<file path="config.mk">
export PLATFORM = sky130hd
export DESIGN_NAME = sparse_mm_sequencer_flat
export DESIGN_NICKNAME = d
export VERILOG_FILES = /design/src/rtl/sparse_mm_pkg.sv /design/src/rtl/sparse_mm_sequencer_if.sv /design/src/rtl/smm_result_fifo.sv /design/src/rtl/sparse_mm_sequencer.sv /design/src/flat_wrapper.sv
export SDC_FILE = /design/constraint.sdc
export NUM_CORES = 1
export LEC_CHECK = 0
export ABC_AREA = 1
export CAP_MARGIN = 30
export CORE_ASPECT_RATIO = 1.1
export CORE_MARGIN = 3
export CORE_UTILIZATION = 45
export DETAILED_ROUTE_END_ITERATION = 8
export GPL_ROUTABILITY_DRIVEN = 1
export GPL_TIMING_DRIVEN = 0
export PLACE_DENSITY = 0.83
export SYNTH_ARGS = -nofsm -noshare
export SYNTH_HDL_FRONTEND = slang
export SYNTH_SLANG_ARGS = --single-unit
export TNS_END_PERCENT = 50
</file>
<file path="constraint.sdc">
create_clock -name clk -period 2.65 [get_ports clk]
set_clock_uncertainty 0.1 [all_clocks]
set_input_delay 0.53 -clock clk [delete_from_list [all_inputs] [get_ports clk]]
set_output_delay 0.53 -clock clk [all_outputs]
set_load 0.03 [all_outputs]
</file>
<file path="src/rtl/sparse_mm_pkg.sv">
// Shared constants, FSM encoding and lane packing helpers for the sparse
// matrix-multiply sequencer and its bench.
package sparse_mm_pkg;
  localparam int N       = 4;
  localparam int DW      = 8;
  localparam int OW      = 9;
  localparam int ARR_LAT = 5;

  typedef enum logic [1:0] {
    ST_LOAD  = 2'd0,
    ST_RUN   = 2'd1,
    ST_DRAIN = 2'd2
  } state_t;

  // Element k of an A row lives at [8k+7:8k].
  function automatic logic [DW-1:0] row_elem(input logic [N*DW-1:0] row, input int k);
    return row[k*DW +: DW];
  endfunction

  // Column c of a result row lives at [9c+8:9c].
  function automatic logic [N*OW-1:0] pack_result(input logic [N-1:0][OW-1:0] cols);
    logic [N*OW-1:0] r;
    for (int c = 0; c < N; c++) r[c*OW +: OW] = cols[c];
    return r;
  endfunction
endpackage

</file>
<file path="src/rtl/sparse_mm_sequencer_if.sv">
// A-row input and result output handshakes between the sequencer and its host.
interface sparse_mm_sequencer_if;
  import sparse_mm_pkg::*;

  logic               a_valid;
  logic               a_ready;
  logic [N*DW-1:0]    a_data;
  logic               res_valid;
  logic               res_ready;
  logic [N*OW-1:0]    res_data;

  modport master (output a_valid, a_data, res_ready, input a_ready, res_valid, res_data);
  modport slave  (input a_valid, a_data, res_ready, output a_ready, res_valid, res_data);
endinterface

</file>
<file path="src/rtl/smm_result_fifo.sv">
// Result FIFO: array storage written on push, head read straight from the array
// so the output carries no extra register stage.
module smm_result_fifo #(
  parameter int WIDTH = 36,
  parameter int DEPTH = 8,
  localparam int CW = $clog2(DEPTH + 1)
) (
  input  logic             clk,
  input  logic             rst_n,
  input  logic             push,
  input  logic [WIDTH-1:0] push_data,
  input  logic             pop,
  output logic [WIDTH-1:0] head,
  output logic [CW-1:0]    count,
  output logic             full,
  output logic             empty
);
  localparam int AW = (DEPTH > 1) ? $clog2(DEPTH) : 1;

  logic [WIDTH-1:0] mem [DEPTH];
  logic [AW-1:0]    wr_ptr_reg;
  logic [AW-1:0]    rd_ptr_reg;
  logic [CW-1:0]    count_reg;
  logic             do_push;
  logic             do_pop;

  function automatic logic [AW-1:0] wrap_inc(input logic [AW-1:0] p);
    return (p == AW'(DEPTH - 1)) ? '0 : p + AW'(1);
  endfunction

  assign full    = (count_reg == CW'(DEPTH));
  assign empty   = (count_reg == '0);
  assign count   = count_reg;
  assign head    = mem[rd_ptr_reg];
  assign do_push = push && !full;
  assign do_pop  = pop && !empty;

  always_ff @(posedge clk) begin
    if (do_push) mem[wr_ptr_reg] <= push_data;
  end

  always_ff @(posedge clk or negedge rst_n) begin
    if (!rst_n) begin
      wr_ptr_reg <= '0;
      rd_ptr_reg <= '0;
      count_reg  <= '0;
    end else begin
      if (do_push) wr_ptr_reg <= wrap_inc(wr_ptr_reg);
      if (do_pop)  rd_ptr_reg <= wrap_inc(rd_ptr_reg);
      if (do_push && !do_pop)      count_reg <= count_reg + CW'(1);
      else if (do_pop && !do_push) count_reg <= count_reg - CW'(1);
    end
  end
endmodule

</file>
<file path="src/rtl/sparse_mm_sequencer.sv">
// Front end of the 4x4 sparse systolic array: weight store with sparsity flags,
// A-row diagonal skew, in-flight credit tracking and the result FIFO.
module sparse_mm_sequencer #(
  parameter int FIFO_DEPTH = 8,
  parameter int ARR_LAT    = 5
) (
  input  logic                                                       clk,
  input  logic                                                       rst_n,
  input  logic                                                       b_wr,
  input  logic [3:0]                                                 b_addr,
  input  logic [sparse_mm_pkg::DW-1:0]                               b_data,
  input  logic                                                       b_commit,
  input  logic                                                       b_reload,
  sparse_mm_sequencer_if.slave                                       bus,
  output logic [sparse_mm_pkg::N-1:0][sparse_mm_pkg::DW-1:0]         arr_m1i,
  output logic [sparse_mm_pkg::N*sparse_mm_pkg::N-1:0][sparse_mm_pkg::DW-1:0] arr_m2c,
  output logic [sparse_mm_pkg::N*sparse_mm_pkg::N-1:0]               arr_f,
  input  logic [sparse_mm_pkg::N-1:0][sparse_mm_pkg::OW-1:0]         arr_o,
  output logic [1:0]                                                 state
);
  import sparse_mm_pkg::*;

  localparam int CW = $clog2(FIFO_DEPTH + 1);
  localparam int IW = $clog2(ARR_LAT + 2);

  state_t          state_reg;
  logic [ARR_LAT:0] vpipe_reg;
  logic [IW-1:0]   inflight_reg;
  logic [CW-1:0]   fifo_count;
  logic            fifo_full;
  logic            fifo_empty;
  logic            a_ready;
  logic            accept;
  logic            capture;
  logic [N*OW-1:0] capture_data;

  // Credit check: every row admitted already owns a FIFO slot.
  assign a_ready     = (state_reg == ST_RUN) &&
                       ((int'(inflight_reg) + int'(fifo_count)) < FIFO_DEPTH);
  assign bus.a_ready = a_ready;
  assign accept      = bus.a_valid && a_ready;
  assign capture     = vpipe_reg[ARR_LAT];
  assign capture_data = pack_result(arr_o);
  assign state       = state_reg;

  always_ff @(posedge clk or negedge rst_n) begin
    if (!rst_n) begin
      state_reg <= ST_LOAD;
    end else begin
      case (state_reg)
        ST_LOAD:  if (b_commit) state_reg <= ST_RUN;
        ST_RUN:   if (b_reload) state_reg <= ST_DRAIN;
        ST_DRAIN: if (inflight_reg == '0 && fifo_count == '0) state_reg <= ST_LOAD;
        default:  state_reg <= ST_LOAD;
      endcase
    end
  end

  for (genvar gi = 0; gi < N*N; gi++) begin : g_weight
    logic [DW-1:0] w_reg;
    logic          f_reg;
    always_ff @(posedge clk or negedge rst_n) begin
      if (!rst_n) begin
        w_reg <= '0;
        f_reg <= 1'b0;
      end else if (state_reg == ST_LOAD && b_wr && b_addr == 4'(gi)) begin
        w_reg <= b_data;
        f_reg <= (b_data != '0);
      end
    end
    assign arr_m2c[gi] = w_reg;
    assign arr_f[gi]   = f_reg;
  end

  // Lane k is k+1 registers deep; idle cycles shift zeros in.
  for (genvar gi = 0; gi < N; gi++) begin : g_skew
    logic [gi:0][DW-1:0] lane_reg;
    always_ff @(posedge clk or negedge rst_n) begin
      if (!rst_n) begin
        lane_reg <= '0;
      end else begin
        lane_reg[0] <= accept ? row_elem(bus.a_data, gi) : '0;
        for (int j = 1; j <= gi; j++) lane_reg[j] <= lane_reg[j-1];
      end
    end
    assign arr_m1i[gi] = lane_reg[gi];
  end

  always_ff @(posedge clk or negedge rst_n) begin
    if (!rst_n) begin
      vpipe_reg    <= '0;
      inflight_reg <= '0;
    end else begin
      vpipe_reg    <= {vpipe_reg[ARR_LAT-1:0], accept};
      inflight_reg <= inflight_reg + IW'(accept) - IW'(capture);
    end
  end

  smm_result_fifo #(.WIDTH(N*OW), .DEPTH(FIFO_DEPTH)) u_fifo (
    .clk       (clk),
    .rst_n     (rst_n),
    .push      (capture),
    .push_data (capture_data),
    .pop       (bus.res_ready),
    .head      (bus.res_data),
    .count     (fifo_count),
    .full      (fifo_full),
    .empty     (fifo_empty)
  );

  assign bus.res_valid = !fifo_empty;

  a_no_push_when_full: assert property (@(posedge clk) disable iff (!rst_n) !(capture && fifo_full));
endmodule
</file>
<file path="src/flat_wrapper.sv">
// flat-port wrapper written by rule: the top's interface ports become plain ports
module sparse_mm_sequencer_flat import sparse_mm_pkg::*;
#(
  parameter int FIFO_DEPTH = 8,
  parameter int ARR_LAT    = 5
)
  (clk, rst_n, b_wr, b_addr, b_data, b_commit, b_reload, arr_m1i, arr_m2c, arr_f, arr_o, state, bus_a_valid, bus_a_data, bus_res_ready, bus_a_ready, bus_res_valid, bus_res_data);
  sparse_mm_sequencer_if bus_i ();
  input  logic clk;
  input  logic rst_n;
  input  logic b_wr;
  input  logic [3:0] b_addr;
  input  logic [sparse_mm_pkg::DW-1:0] b_data;
  input  logic b_commit;
  input  logic b_reload;
  output logic [sparse_mm_pkg::N-1:0][sparse_mm_pkg::DW-1:0] arr_m1i;
  output logic [sparse_mm_pkg::N*sparse_mm_pkg::N-1:0][sparse_mm_pkg::DW-1:0] arr_m2c;
  output logic [sparse_mm_pkg::N*sparse_mm_pkg::N-1:0] arr_f;
  input  logic [sparse_mm_pkg::N-1:0][sparse_mm_pkg::OW-1:0] arr_o;
  output logic [1:0] state;
  input wire logic [$bits(bus_i.a_valid)-1:0] bus_a_valid;
  input wire logic [$bits(bus_i.a_data)-1:0] bus_a_data;
  input wire logic [$bits(bus_i.res_ready)-1:0] bus_res_ready;
  output wire logic [$bits(bus_i.a_ready)-1:0] bus_a_ready;
  output wire logic [$bits(bus_i.res_valid)-1:0] bus_res_valid;
  output wire logic [$bits(bus_i.res_data)-1:0] bus_res_data;
  assign bus_i.a_valid = bus_a_valid;
  assign bus_i.a_data = bus_a_data;
  assign bus_i.res_ready = bus_res_ready;
  assign bus_a_ready = bus_i.a_ready;
  assign bus_res_valid = bus_i.res_valid;
  assign bus_res_data = bus_i.res_data;
  sparse_mm_sequencer #(.FIFO_DEPTH(FIFO_DEPTH), .ARR_LAT(ARR_LAT)) u_core (.clk(clk), .rst_n(rst_n), .b_wr(b_wr), .b_addr(b_addr), .b_data(b_data), .b_commit(b_commit), .b_reload(b_reload), .bus(bus_i), .arr_m1i(arr_m1i), .arr_m2c(arr_m2c), .arr_f(arr_f), .arr_o(arr_o), .state(state));
endmodule
</file>
==> flow_summary.toml <==
[outcome]
status = "finished, violations left"
violations = "setup timing"

[clocking]
cts_tree = "done"
clock_path_buffers = 3
htreeDepth = 2
cts-root-buf = "clkbuf_16"
clk_latency_ps = 600
cts_made_buffers = 51
clkTransAtPathRegs_ps = 60
cts.sinks = 533

[floorplan]
start_util_pct = 46.0
die_w_um = 210
die-area_um2 = 48400
core_area_um2 = 44800
num_io_pins = 303
fp.dieH_um = 230
rows = 81

[sta]
period_share_pct = 109
fin_ws_ps = -249
tightest_slew_ps = 897
maxSlewHeadroom_pct = 40.2
period_needed_ps = 2900
fmax_mhz = 345
finalSetupViolations = 36
hold_viol = 0
finalMaxSlewViolations = 0
rsz0062_at_grt = "true"

[power]
power_density_nw_per_um2 = 1230
vdd_drop_max_mv = 0.884
power.total_w = 0.0330
leakage_nw = 11.4

[layout]
final_nets = 2286
regArea_um2 = 14800
fin_util_pct = 59.9
nFillCells = 3285
drive_gt1_share_pct = 16.4
area_delta_synth_final_pct = 30.3
multi_input_area_um2 = 5050
largest_reg_flops = 288

[logic_synthesis]
synth_seq_cells = 533
synth_edf_count = 288
synth-seq-area-share_pct = 71.8
synth_top_area_share_pct = 42.0
yosys_warnings = 0
synth_area_um2 = 20600
async_flop_share_pct = 46.0
synth.area.top_cells = "edfxtp_1 42%, dfrtp_1 30%, nand2_1 7.2%"
postSynthCellCount = 1814
synthFlopType = "edfxtp_1"
syn_avg_cell_area_um2 = 11.4
synth_commonest_cells = "395 x nand2_1, 347 x nor2_1, 288 x edfxtp_1, 245 x dfrtp_1, 134 x o21ai_1"
synth_most_common_cell = "nand2_1"
ys_types = 32
yosys.area.top_type = "edfxtp_1"
syn_nets = 1914

[place]
hpwl_um = 36800
io_buffers = 302
gp_congestion = 0.835

[worst_setup_path]
startpoint = "u_core.u_fifo.rd_ptr_reg[0]"
crit_required_ps = 2020
cp-endpoint = "bus_res_data[32]"
critPathCaptureType = "output pin"
cp.arrival_ps = 2270
timing.rr.end = "u_core.inflight_reg[2]"
r2r_setup_slack_ps = 210
reg2reg_from = "u_core.u_fifo.count[1]"
worstSetupPathType = "reg2out"
path_max_fanout = 6
r2r_cells = 11
startpoint_type = "register"

[global_route]
gr-total-overflow = 0
grtUsageMet2_pct = 40.0
top_usage_layer = "met2"
use_met3_pct = 8.52
met1_usage_pct = 25.8
track_usage_pct = 22.9
grt_pass1_vias = 15400
grt_pass1_wl_um = 85700
grt_max_degree = 131
antenna_found_initial = 3

[routing]
drt_iter0_markers = 1312
num_vias = 14900
wl_um = 57700
ant_nets = 0
drt-pass1-iter-count = 5
drcViolationCount = 0
post_drt_wl_per_cell_um = 20.5
viasPerCell = 5.32

[job]
maxCapViolCount = 0

[hold_path]
hold_class = "reg2reg"
==> placed cells by master (no fill, tap or decap), types with 26 or more instances in the layout <==
master	instances
buf_4	61
buf_6	46
clkbuf_1	26
clkbuf_16	56
clkdlybuf4s50_1	263
dfrtp_1	242
edfxtp_1	288
inv_1	72
nand2_1	366
nand2_2	30
nor2_1	302
nor2_2	30
o21ai_0	103
o21ai_1	158
==> how the worst min path moves through the flow <==
stage	from	to	slack [ps]	depth (start not counted)
floorplan	rst_n	u_core.arr_m1i[10]	130	0
global placement	u_core.g_skew[3].lane_reg[10]	u_core.g_skew[3].lane_reg[18]	230	0
detailed placement	u_core.g_skew[3].lane_reg[0]	u_core.g_skew[3].lane_reg[8]	230	0
CTS	u_core.g_skew[1].lane_reg[6]	u_core.arr_m1i[14]	240	0
global route	u_core.g_skew[1].lane_reg[5]	u_core.arr_m1i[13]	250	0
finish	u_core.g_skew[1].lane_reg[6]	u_core.arr_m1i[14]	240	0
==> through the flow <==
step                hold WS [ps]  worst slack (ps)  instances  cell area (um^2)  setup TNS [ps]
global route                 253              -317       2809             26800           -7090
global placement             231             -8830       2697             24300        -2618590
CTS                          238              -127       2806             26600           -2680
detailed placement           235              -489       2706             24600          -13350
floorplan                    134              -277       1814             20600          -79680
finish                       242              -249       2810             26800           -3580
==> worst max-delay path, stage by stage, from the launching register on <==
cell and delay (ps):
dfrtp_2 450, buf_6 160, clkbuf_16 150, clkbuf_16 160, nor2_4 100, nor2_1 50
o21ai_1 140, nand2_1 110, nand2_1 100, nand2_2 90, buf_6 150
==> cell families (layout without fill, tap and decap cells) <==
group	count (synthesis)	in the layout	synth area share [%]
simple gates	775	775	14.9
flops	533	533	71.8
fa+ha+maj	13	13	0.863
buf+inv	206	620	5.10
xor+xnor	6	6	0.255
other cells	0	1	0
compound gates	281	281	7.13
==> power breakdown <==
part / internal, W / switching, W
sequential: 0.0102 / 0.000890
clock: 0.00398 / 0.00312
combinational: 0.00567 / 0.00917
total: 0.0199 / 0.0132
==> repair_timing <==
item / CTS / global route
setup buffers: 3 / 0
gates cloned: 1 / 3
pin swaps: 9 / 11
gates resized for setup: 376 / 68
hold endpoints to repair: 115 / 0
setup endpoints to repair: 40 / 38
hold buffers: 1 / 0
==> final cells by class <==
class,count,area share [%]
multi-input combinational,1075,18.8
antenna,1,0.00932
inverter,83,1.20
buffer,123,3.63
timing repair buffer,319,12.5
clock inverter,18,0.517
sequential,533,55.1
clock buffer,77,5.54
tap,581,2.71
==> metal layers <==
metal / wire [um] / share of wire (%)
met1: 19500 / 34
met2: 29200 / 51
met3: 6950 / 12
met4: 2030 / 3.5
met5: 23 / 0.040
No activity file was read; power rests on OpenSTA's default activity.
